## src/rtl/sprite_table_writer.sv

```systemverilog
// Producer side of the sprite-position table: serialises sprite updates and count writes into BRAM port A.
// Build option: define SPRITE_CLAMP_EN to clamp written X/Y to X_MAX/Y_MAX.
module sprite_table_writer #(
   parameter int ADDR_W      = 10,
   parameter int DATA_W      = 16,
   parameter int COORD_W     = 10,
   parameter int MAX_SPRITES = 16,
   parameter int X_MAX       = 639,
   parameter int Y_MAX       = 479
) (
   input  logic               clk,
   input  logic               reset,
   input  logic               upd_valid,
   output logic               upd_ready,
   input  logic [4:0]         upd_index,
   input  logic [COORD_W-1:0] upd_x,
   input  logic [COORD_W-1:0] upd_y,
   input  logic               cnt_valid,
   input  logic [4:0]         cnt_value,
   input  logic               hold,
   output logic [ADDR_W-1:0]  addr_a,
   output logic [DATA_W-1:0]  data_a,
   output logic               we_a,
   output logic               busy,
   output logic               err_index
);

   localparam logic [2:0] S_INIT = 3'd0;
   localparam logic [2:0] S_IDLE = 3'd1;
   localparam logic [2:0] S_WX   = 3'd2;
   localparam logic [2:0] S_WY   = 3'd3;
   localparam logic [2:0] S_WCNT = 3'd4;

   localparam logic [ADDR_W-1:0]  LAST_ADDR = ADDR_W'(2 * MAX_SPRITES);
   localparam logic [5:0]         IDX_LIMIT = 6'(MAX_SPRITES);
   localparam logic [COORD_W-1:0] X_CEIL    = COORD_W'(X_MAX);
   localparam logic [COORD_W-1:0] Y_CEIL    = COORD_W'(Y_MAX);

`ifdef SPRITE_CLAMP_EN
   localparam bit CLAMP_EN = 1'b1;
`else
   localparam bit CLAMP_EN = 1'b0;
`endif

   logic [2:0]         state;
   logic [4:0]         cnt_reg;
   logic [4:0]         idx_reg;
   logic [COORD_W-1:0] y_reg;
   logic [COORD_W-1:0] x_in;
   logic [COORD_W-1:0] y_in;
   logic               idx_ok;

   assign x_in   = (CLAMP_EN && (upd_x > X_CEIL)) ? X_CEIL : upd_x;
   assign y_in   = (CLAMP_EN && (upd_y > Y_CEIL)) ? Y_CEIL : upd_y;
   assign idx_ok = {1'b0, upd_index} < IDX_LIMIT;

   // NOTE: upd_ready must react to hold/cnt_valid in the same cycle, so it is decoded from the state register rather than registered itself.
   assign upd_ready = (state == S_IDLE) && !hold && !cnt_valid;
   assign busy      = (state != S_IDLE);

   function automatic logic [ADDR_W-1:0] slot_addr(input logic [4:0] idx, input logic [1:0] offset);
      return ADDR_W'({idx, 1'b0}) + ADDR_W'(offset);
   endfunction

   // NOTE: the BRAM contents are not reset here; INIT re-zeroes the table by writing it after every reset.
   always_ff @(posedge clk or negedge reset) begin
      if (!reset) begin
         state     <= S_INIT;
         addr_a    <= '0;
         data_a    <= '0;
         we_a      <= 1'b0;
         err_index <= 1'b0;
         cnt_reg   <= '0;
         idx_reg   <= '0;
         y_reg     <= '0;
      end else begin
         // Write strobe and error are single-cycle; states below raise them when needed.
         we_a      <= 1'b0;
         err_index <= 1'b0;
         case (state)
            S_INIT: begin
               if (we_a && (addr_a == LAST_ADDR)) begin
                  state <= S_IDLE;
               end else begin
                  we_a   <= 1'b1;
                  addr_a <= we_a ? addr_a + 1'b1 : '0;
                  data_a <= '0;
               end
            end
            S_IDLE: begin
               if (cnt_valid && !hold) begin
                  we_a    <= 1'b1;
                  addr_a  <= '0;
                  data_a  <= DATA_W'(cnt_value);
                  cnt_reg <= cnt_value;
                  state   <= S_WCNT;
               end else if (upd_valid && upd_ready) begin
                  if (idx_ok) begin
                     we_a    <= 1'b1;
                     addr_a  <= slot_addr(upd_index, 2'd1);
                     data_a  <= DATA_W'(x_in);
                     idx_reg <= upd_index;
                     y_reg   <= y_in;
                     state   <= S_WX;
                  end else begin
                     err_index <= 1'b1;
                  end
               end
            end
            S_WX: begin
               we_a   <= 1'b1;
               addr_a <= slot_addr(idx_reg, 2'd2);
               data_a <= DATA_W'(y_reg);
               state  <= S_WY;
            end
            S_WY: begin
               // Growing past the current count extends the table the reader walks.
               if (idx_reg >= cnt_reg) begin
                  we_a    <= 1'b1;
                  addr_a  <= '0;
                  data_a  <= DATA_W'(idx_reg) + 1'b1;
                  cnt_reg <= idx_reg + 5'd1;
                  state   <= S_WCNT;
               end else begin
                  state <= S_IDLE;
               end
            end
            S_WCNT:  state <= S_IDLE;
            default: state <= S_INIT;
         endcase
      end
   end

endmodule

```

## config.mk

```make
export PLATFORM = sky130hd
export DESIGN_NAME = sprite_table_writer
export DESIGN_NICKNAME = d
export VERILOG_FILES = /design/src/rtl/sprite_table_writer.sv
export SDC_FILE = /design/constraint.sdc
export NUM_CORES = 1
export LEC_CHECK = 0
export CORE_MARGIN = 5
export CORE_UTILIZATION = 40
export CTS_BUF_LIST = sky130_fd_sc_hd__clkbuf_4 sky130_fd_sc_hd__clkbuf_8
export DETAILED_ROUTE_END_ITERATION = 10
export PLACE_DENSITY = 0.78
export SYNTH_ARGS = -nofsm -noshare
export SYNTH_HDL_FRONTEND = slang
export SYNTH_SLANG_ARGS = --single-unit
```

## constraint.sdc

```tcl
create_clock -name clk -period 6.6 [get_ports clk]
set_input_delay 0.66 -clock clk [delete_from_list [all_inputs] [get_ports clk]]
set_output_delay 0.66 -clock clk [all_outputs]
set_load 0.005 [all_outputs]
```

==> results of run 1 <==
worst max-delay path, delay by kind of cell (launching register included):
family / cells / cell delay, ns
compound gates: 3 / 0.74
buf+inv: 1 / 0.25
flops: 1 / 0.57
simple gates: 2 / 1.32
cells in the final DEF, fill, tap and decap left out, types with 3 or more instances in the layout:
cell,instances
o31ai_1,3
a31oi_1,7
clkdlybuf4s50_1,57
nor2b_1,3
o21ai_0,21
mux2_2,17
dfrtp_1,45
a21oi_1,9
inv_1,10
xnor2_1,4
nand2_1,20
conb_1,6
mux2i_1,5
clkbuf_8,6
nor2_1,17
nor3_1,4
nand2b_1,3
and3_1,5
ha_1,8
nand3_1,4
a22oi_1,7
a222oi_1,4
worst paths after layout:
path | endpoint | slack (ns) | start
setup / recovery | addr_a[8]$_DFFE_PN0P_ | 3.61 | state[0]$_DFFE_PN0P_
hold / removal | data_a[7]$_DFFE_PN0P_ | 0.49 | data_a[7]$_DFFE_PN0P_
setup reg to reg | addr_a[8]$_DFFE_PN0P_ | 3.61 | state[0]$_DFFE_PN0P_
hold reg to reg | data_a[7]$_DFFE_PN0P_ | 0.49 | data_a[7]$_DFFE_PN0P_
max in group asynchronous | addr_a[4]$_DFFE_PN0P_ | 5.47 | reset
min in group asynchronous | cnt_reg[3]$_DFFE_PN0P_ | 0.52 | reset
layer usage:
layer | GRT usage, % | vias up
li1 | - | 970
met3 | 2.54 | 12
met5 | 0 | -
met1 | 21.8 | 939
met4 | 5.30 | 0
met2 | 25.8 | 70
final cells by class:
class	instances	share of cell area, %
Clock inverter	1	0.958
Tap cell	75	2.99
Inverter	10	1.20
Clock buffer	7	2.87
Multi-Input combinational cell	173	37.5
Timing Repair Buffer	59	18.6
Sequential cell	45	35.9
logic make-up after synthesis:
logic type | Yosys count | share of synthesized area (%)
XOR/XNOR | 4 | 1.45
AO/OA/AOI/OAI | 67 | 18.5
multiplexers | 22 | 10.0
AND/OR/NAND/NOR | 66 | 13.6
buffers and inverters | 26 | 5.49
other | 1 | 0.155
flip-flops | 45 | 46.6
adder cells (fa/ha/maj) | 8 | 4.15
power by group through the flow:
stage	sequential (mW)	combinational, mW	clock [mW]
global route	0.487	0.550	0.236
finish	0.471	0.487	0.221
global placement	0.473	0.477	0
floorplan	0.447	0.317	0
detailed placement	0.475	0.490	0
CTS	0.470	0.493	0.223
stage by stage:
step,area [um^2],cells,hold slack (ns),total power [mW]
after floorplan,2430,244,0.364,0.764
after global placement,3020,362,0.471,0.950
after detailed placement,3020,362,0.480,0.965
after CTS,3140,370,0.499,1.19
after global routing,3140,370,0.529,1.27
final,3140,370,0.490,1.18
==> impl_results.md, run 1 <==
- Die W: 87.7 um
- CP endpoint kind: flop
- Async S/R FF share, synth: 100%
- GR Util All Layers: 15.9%
- Setup TNS: 0 ns
- IO Pins: 65
- DIE AREA: 7690 um^2
- Internal power: 0.761 mW
- CTS Buf Count: 5
- Critical-path cell list: or3b_1 > or4_1 > a21bo_4 > a211oi_2 > buf_4 > o41ai_1
- Count leader, synth: dfrtp_1
- Worst path arrival time: 3.18 ns
- WL final: 5780 um
- Largest area contributor in the netlist: dfrtp_1
- Initial antenna violation count: 0
- Fmax: 334 MHz
- Slew Viols, Final: 0
- Number of global-route vias before repair: 1944
- Setup WS pre-CTS: 3.39 ns
- Htree depth: 2
- Final Wtd Congestion: 0.876
- Post-CTS Setup Inserts: 0
- Clock power share: 18.8%
- Critical path type: reg -> reg
- I/O Buffers: 58
- Hold Crit Class: reg -> reg
- Top Metal Used: met4
- Vias: 1991
- Worst hold stages: 2
- Core ar.: 5890 um^2
- Multi-input gate area: 1170 um^2
- Clock transition at the registers of the reported paths: 0.08 ns
- Sw power: 0.418 mW
- WL met3: 385 um
- DRC Markers: 0
- R2r worst-path depth: 6
- Final hold vios: 0
- Worst-case clock skew: 0.00408 ns
- Switch share: 35.5%
- Dpl hpwl: 4390 um
- EDFF count, synth: 0
- WL met1: 2580 um
- CP max stage cell: or4_1
- CTS Root Cell: clkbuf_8
- CTS tree: yes
- Fill cells: 551
- Layout area overhead: 29.8%
- Met2 routed WL: 2700 um
- Final Worst Setup Slack: 3.61 ns
- Top post-synthesis cells by area: dfrtp_1 47%, mux2_2 7.9%, o21ai_0 4.4%
- Worst endpoint required time: 6.79 ns
- Critical Path Fanout Max: 31
- Unrepaired setup endpoints after global routing: false
- Slew headroom: 14.6%
- Initial Util: 41.0%
- Die Y: 87.7 um
- Synth Flop Type: dfrtp_1
- Synth top area share: 46.6%
- Yosys warning count: 0
- Top cells by count, synth: 45 x dfrtp_1, 21 x o21ai_0, 20 x nand2_1
- Comb pwr share: 41.3%
- Fin util: 53.3%
- Clk_lat worst skew: 0.30 ns
- Sequential share of the synthesized area: 46.6%
- Post-Synthesis Cell Area: 2410 um^2
- Clock Sinks: 45
- First-pass GRT wire length: 9520 um
- 1st-pass router iterations: 4
- Bufs on Longest Clock Path: 2
- Final worst path period share: 45.4%
- Antenna Violating Nets Remaining: 0
- DR iter-0 viols: 222
- # setup viols final: 0
- PD cells: 376 nW/um^2
- Layout cells sized above 1: 9.83%
- Hold buffer count at cts: 0
- Register Area: 1130 um^2
- CP max stage delay: 0.87 ns
- Syn avg cell area: 10.1 um^2
- #FFs+latches synth: 45
- Worst-Margin Slew: 1.28 ns
- Startpoint type of the worst setup path: flop
- Fin crit period: 2.99 ns
- Yosys cell types: 44
- Max Cap Viol: 0
- Leak pwr: 1.35 nW
- Reg power frac: 39.9%
- Mapped Cells: 239
- Post-CTS sizing: 0
- Pin count of the biggest net entering global routing: 46
- Nets@finish: 337
- Antenna diodes: 0
- Status: finished clean
- WL per Instance: 15.6 um
- Rows: 28
- Vias per cell: 5.38
- GRT Residual Overflow: 0
- VDD IR max: 0.000183 V
Power figures use the tool's default switching activity.
==> inputs of run 2 (changes only) <==
==> constraint.sdc (replaced) <==
create_clock -name clk -period 3 [get_ports clk]
set_input_delay 0.3 -clock clk [delete_from_list [all_inputs] [get_ports clk]]
set_output_delay 0.3 -clock clk [all_outputs]
set_load 0.005 [all_outputs]
==> impl_results.md, run 2 (same netlist as run 1, synthesis figures left out) <==
- Status: finished clean
- IO Pins: 65 (unchanged)
- Overall Power: 2.60 mW (+120%)
- Initial Util: 41.0% (unchanged)
- Pin count of the biggest net entering global routing: 46 (unchanged)
- PD cells: 825 nW/um^2 (+120%)
- Critical path type: reg -> reg
- Worst endpoint required time: 3.20 ns (-3.59 ns)
- First-pass GRT wire length: 9950 um (+4.5%)
- # setup viols final: 0 (unchanged)
- Setup TNS: 0 ns (unchanged)
- Leak pwr: 1.35 nW (+0.54%)
- Clock transition at the registers of the reported paths: 0.09 ns (about the same)
- Layout area overhead: 30.6%
- 1st-pass router iterations: 4 (unchanged)
- Fmax: 385 MHz (+15%)
- CP endpoint kind: flop
- WL per Instance: 16.3 um (+4.1%)
- Vias: 2042 (+2.6%)
- Number of global-route vias before repair: 2051 (+5.5%)
- WL final: 6070 um (+4.9%)
- GR Util All Layers: 16.8% (+0.91 points)
- Fin crit period: 2.60 ns (-0.396 ns)
- Finished Layout Cells: 373 (+0.81%)
- Slew Viols, Final: 0 (unchanged)
- Core ar.: 5890 um^2 (unchanged)
- I/O Buffers: 58 (unchanged)
- Inst Count DP: 365 (+0.83%)
- Dpl hpwl: 4560 um (+4.0%)
- Crit Reg-Reg Endpoint: addr_a[7]$_DFFE_PN0P_
- Die Y: 87.7 um (unchanged)
- VDD IR max: 0.000356 V (+95%)
- Initial antenna violation count: 0 (unchanged)
- Antenna diodes: 0 (unchanged)
- DRC Markers: 0 (unchanged)
- Hold buffer count at cts: 0 (unchanged)
- Worst path arrival time: 2.80 ns (-0.38 ns)
- CTS Buf Count: 5 (unchanged)
- Post-CTS Setup Inserts: 0 (unchanged)
- Vias per cell: 5.47 (+1.7%)
- Commonest non-fill, non-tap cell in the layout: clkdlybuf4s50_1
- Htree depth: 2 (unchanged)
- FF-to-FF Start: state[0]$_DFFE_PN0P_
- Commonest non-fill, non-tap cells in the layout: 57 x clkdlybuf4s50_1, 45 x dfrtp_1, 21 x o21ai_0
- Layout cells sized above 1: 10.7% (+0.91 points)
- Post-CTS sizing: 0 (unchanged)
- CTS tree: yes
- Final worst path period share: 86.6% (+41 points)
- Antenna Violating Nets Remaining: 0 (unchanged)
- Clock Sinks: 45 (unchanged)
- Final hold vios: 0 (unchanged)
- CTS Root Cell: clkbuf_8
- Clk_lat worst skew: 0.31 ns (about the same)
- GRT Residual Overflow: 0 (unchanged)
- Rows: 28 (unchanged)
- Nets@finish: 340 (+0.89%)
- Unrepaired setup endpoints after global routing: false
- Flop2flop setup slack: 0.40 ns (-3.20 ns)
- DIE AREA: 7690 um^2 (unchanged)
- Worst-Margin Slew: 1.00 ns (-0.273 ns)
- Hold Crit Class: in -> async
- Die W: 87.7 um (unchanged)
- R2r worst-path depth: 6 (unchanged)
- Startpoint type of the worst setup path: flop
- Max Cap Viol: 0 (unchanged)
- Critical Path Fanout Max: 28 (-9.7%)
- Slew headroom: 33.1% (+18 points)
- Hold slack: 0.158 ns (-0.332 ns)
- Final Wtd Congestion: 0.875 (about the same)
- Bufs on Longest Clock Path: 2 (unchanged)
- Worst-case clock skew: 0.00896 ns (+0.00487 ns)
- DR iter-0 viols: 176 (-21%)
run 2: changes by cell type in the layout (fill, tap and decap cells not counted):
cell        previous run  this run
clkbuf_8               6         5
clkinvlp_4             0         1
buf_4                  1         4
clkbuf_4               1         0
clkinv_4               0         1
run 2: critical path: stages (launching register included):
cell and delay [ns]:
dfrtp_1 0.56, or3b_1 0.45, or4_1 0.55, a21bo_4 0.24
a211oi_2 0.07, buf_4 0.27, o41ai_1 0.36
run 2: layout make-up:
cell class | instances | area, um^2
sequential | 45 | 1130
tap | 75 | 93.8
timing repair buffer | 62 | 606
clock inverter | 3 | 46.3
clock buffer | 5 | 68.8
fill | 562 | 2730
multi-input combinational | 173 | 1170
inverter | 10 | 37.5
run 2: per-layer routing:
layer  up-vias  track usage (%)  part of all wire [%]
met5         -                0                     0
met4         0             7.67                   1.6
met3         8             3.39                   8.5
met2        73             27.1                    48
met1       983             21.8                    42
li1        978                -                     -
run 2: power by group:
part,internal (mW),total (mW),switching [mW]
sequential,0.830,1.04,0.206
clock,0.249,0.470,0.221
combinational,0.572,1.09,0.522
total,1.65,2.60,0.949
run 2: worst max path at each step:
stage,from,endpoint,slack [ns],depth (start not counted)
2_1_floorplan,state[2]$_DFFE_PN0P_,addr_a[9]$_DFFE_PN0P_,0.63,9
3_3_place_gp,state[0]$_DFFE_PN0P_,addr_a[7]$_DFFE_PN0P_,0.49,6
3_5_place_dp,state[0]$_DFFE_PN0P_,addr_a[7]$_DFFE_PN0P_,0.44,6
4_1_cts,state[0]$_DFFE_PN0P_,addr_a[7]$_DFFE_PN0P_,0.42,6
5_1_grt,addr_a[0]$_DFFE_PN0P_,data_a[2]$_DFFE_PN0P_,0.13,9
6_report,state[0]$_DFFE_PN0P_,addr_a[7]$_DFFE_PN0P_,0.40,6
run 2: metrics by stage:
step	utilization (%)	worst slack [ns]	cell area (um^2)
after floorplan	-	0.626	2430
after global placement	51.6	0.491	3040
after detailed placement	51.6	0.438	3040
after CTS	53.6	0.424	3150
after global routing	53.6	0.129	3150
final	53.6	0.402	3150
==> inputs of run 3 (changes only) <==
--- a/config.mk
+++ b/config.mk
@@ -7,7 +7,6 @@
 export LEC_CHECK = 0
 export CORE_MARGIN = 5
 export CORE_UTILIZATION = 40
-export CTS_BUF_LIST = sky130_fd_sc_hd__clkbuf_4 sky130_fd_sc_hd__clkbuf_8
 export DETAILED_ROUTE_END_ITERATION = 10
 export PLACE_DENSITY = 0.78
 export SYNTH_ARGS = -nofsm -noshare
==> results of run 3 <==
Same layout as run 2: the final DEF is identical, and so are final timing and power.
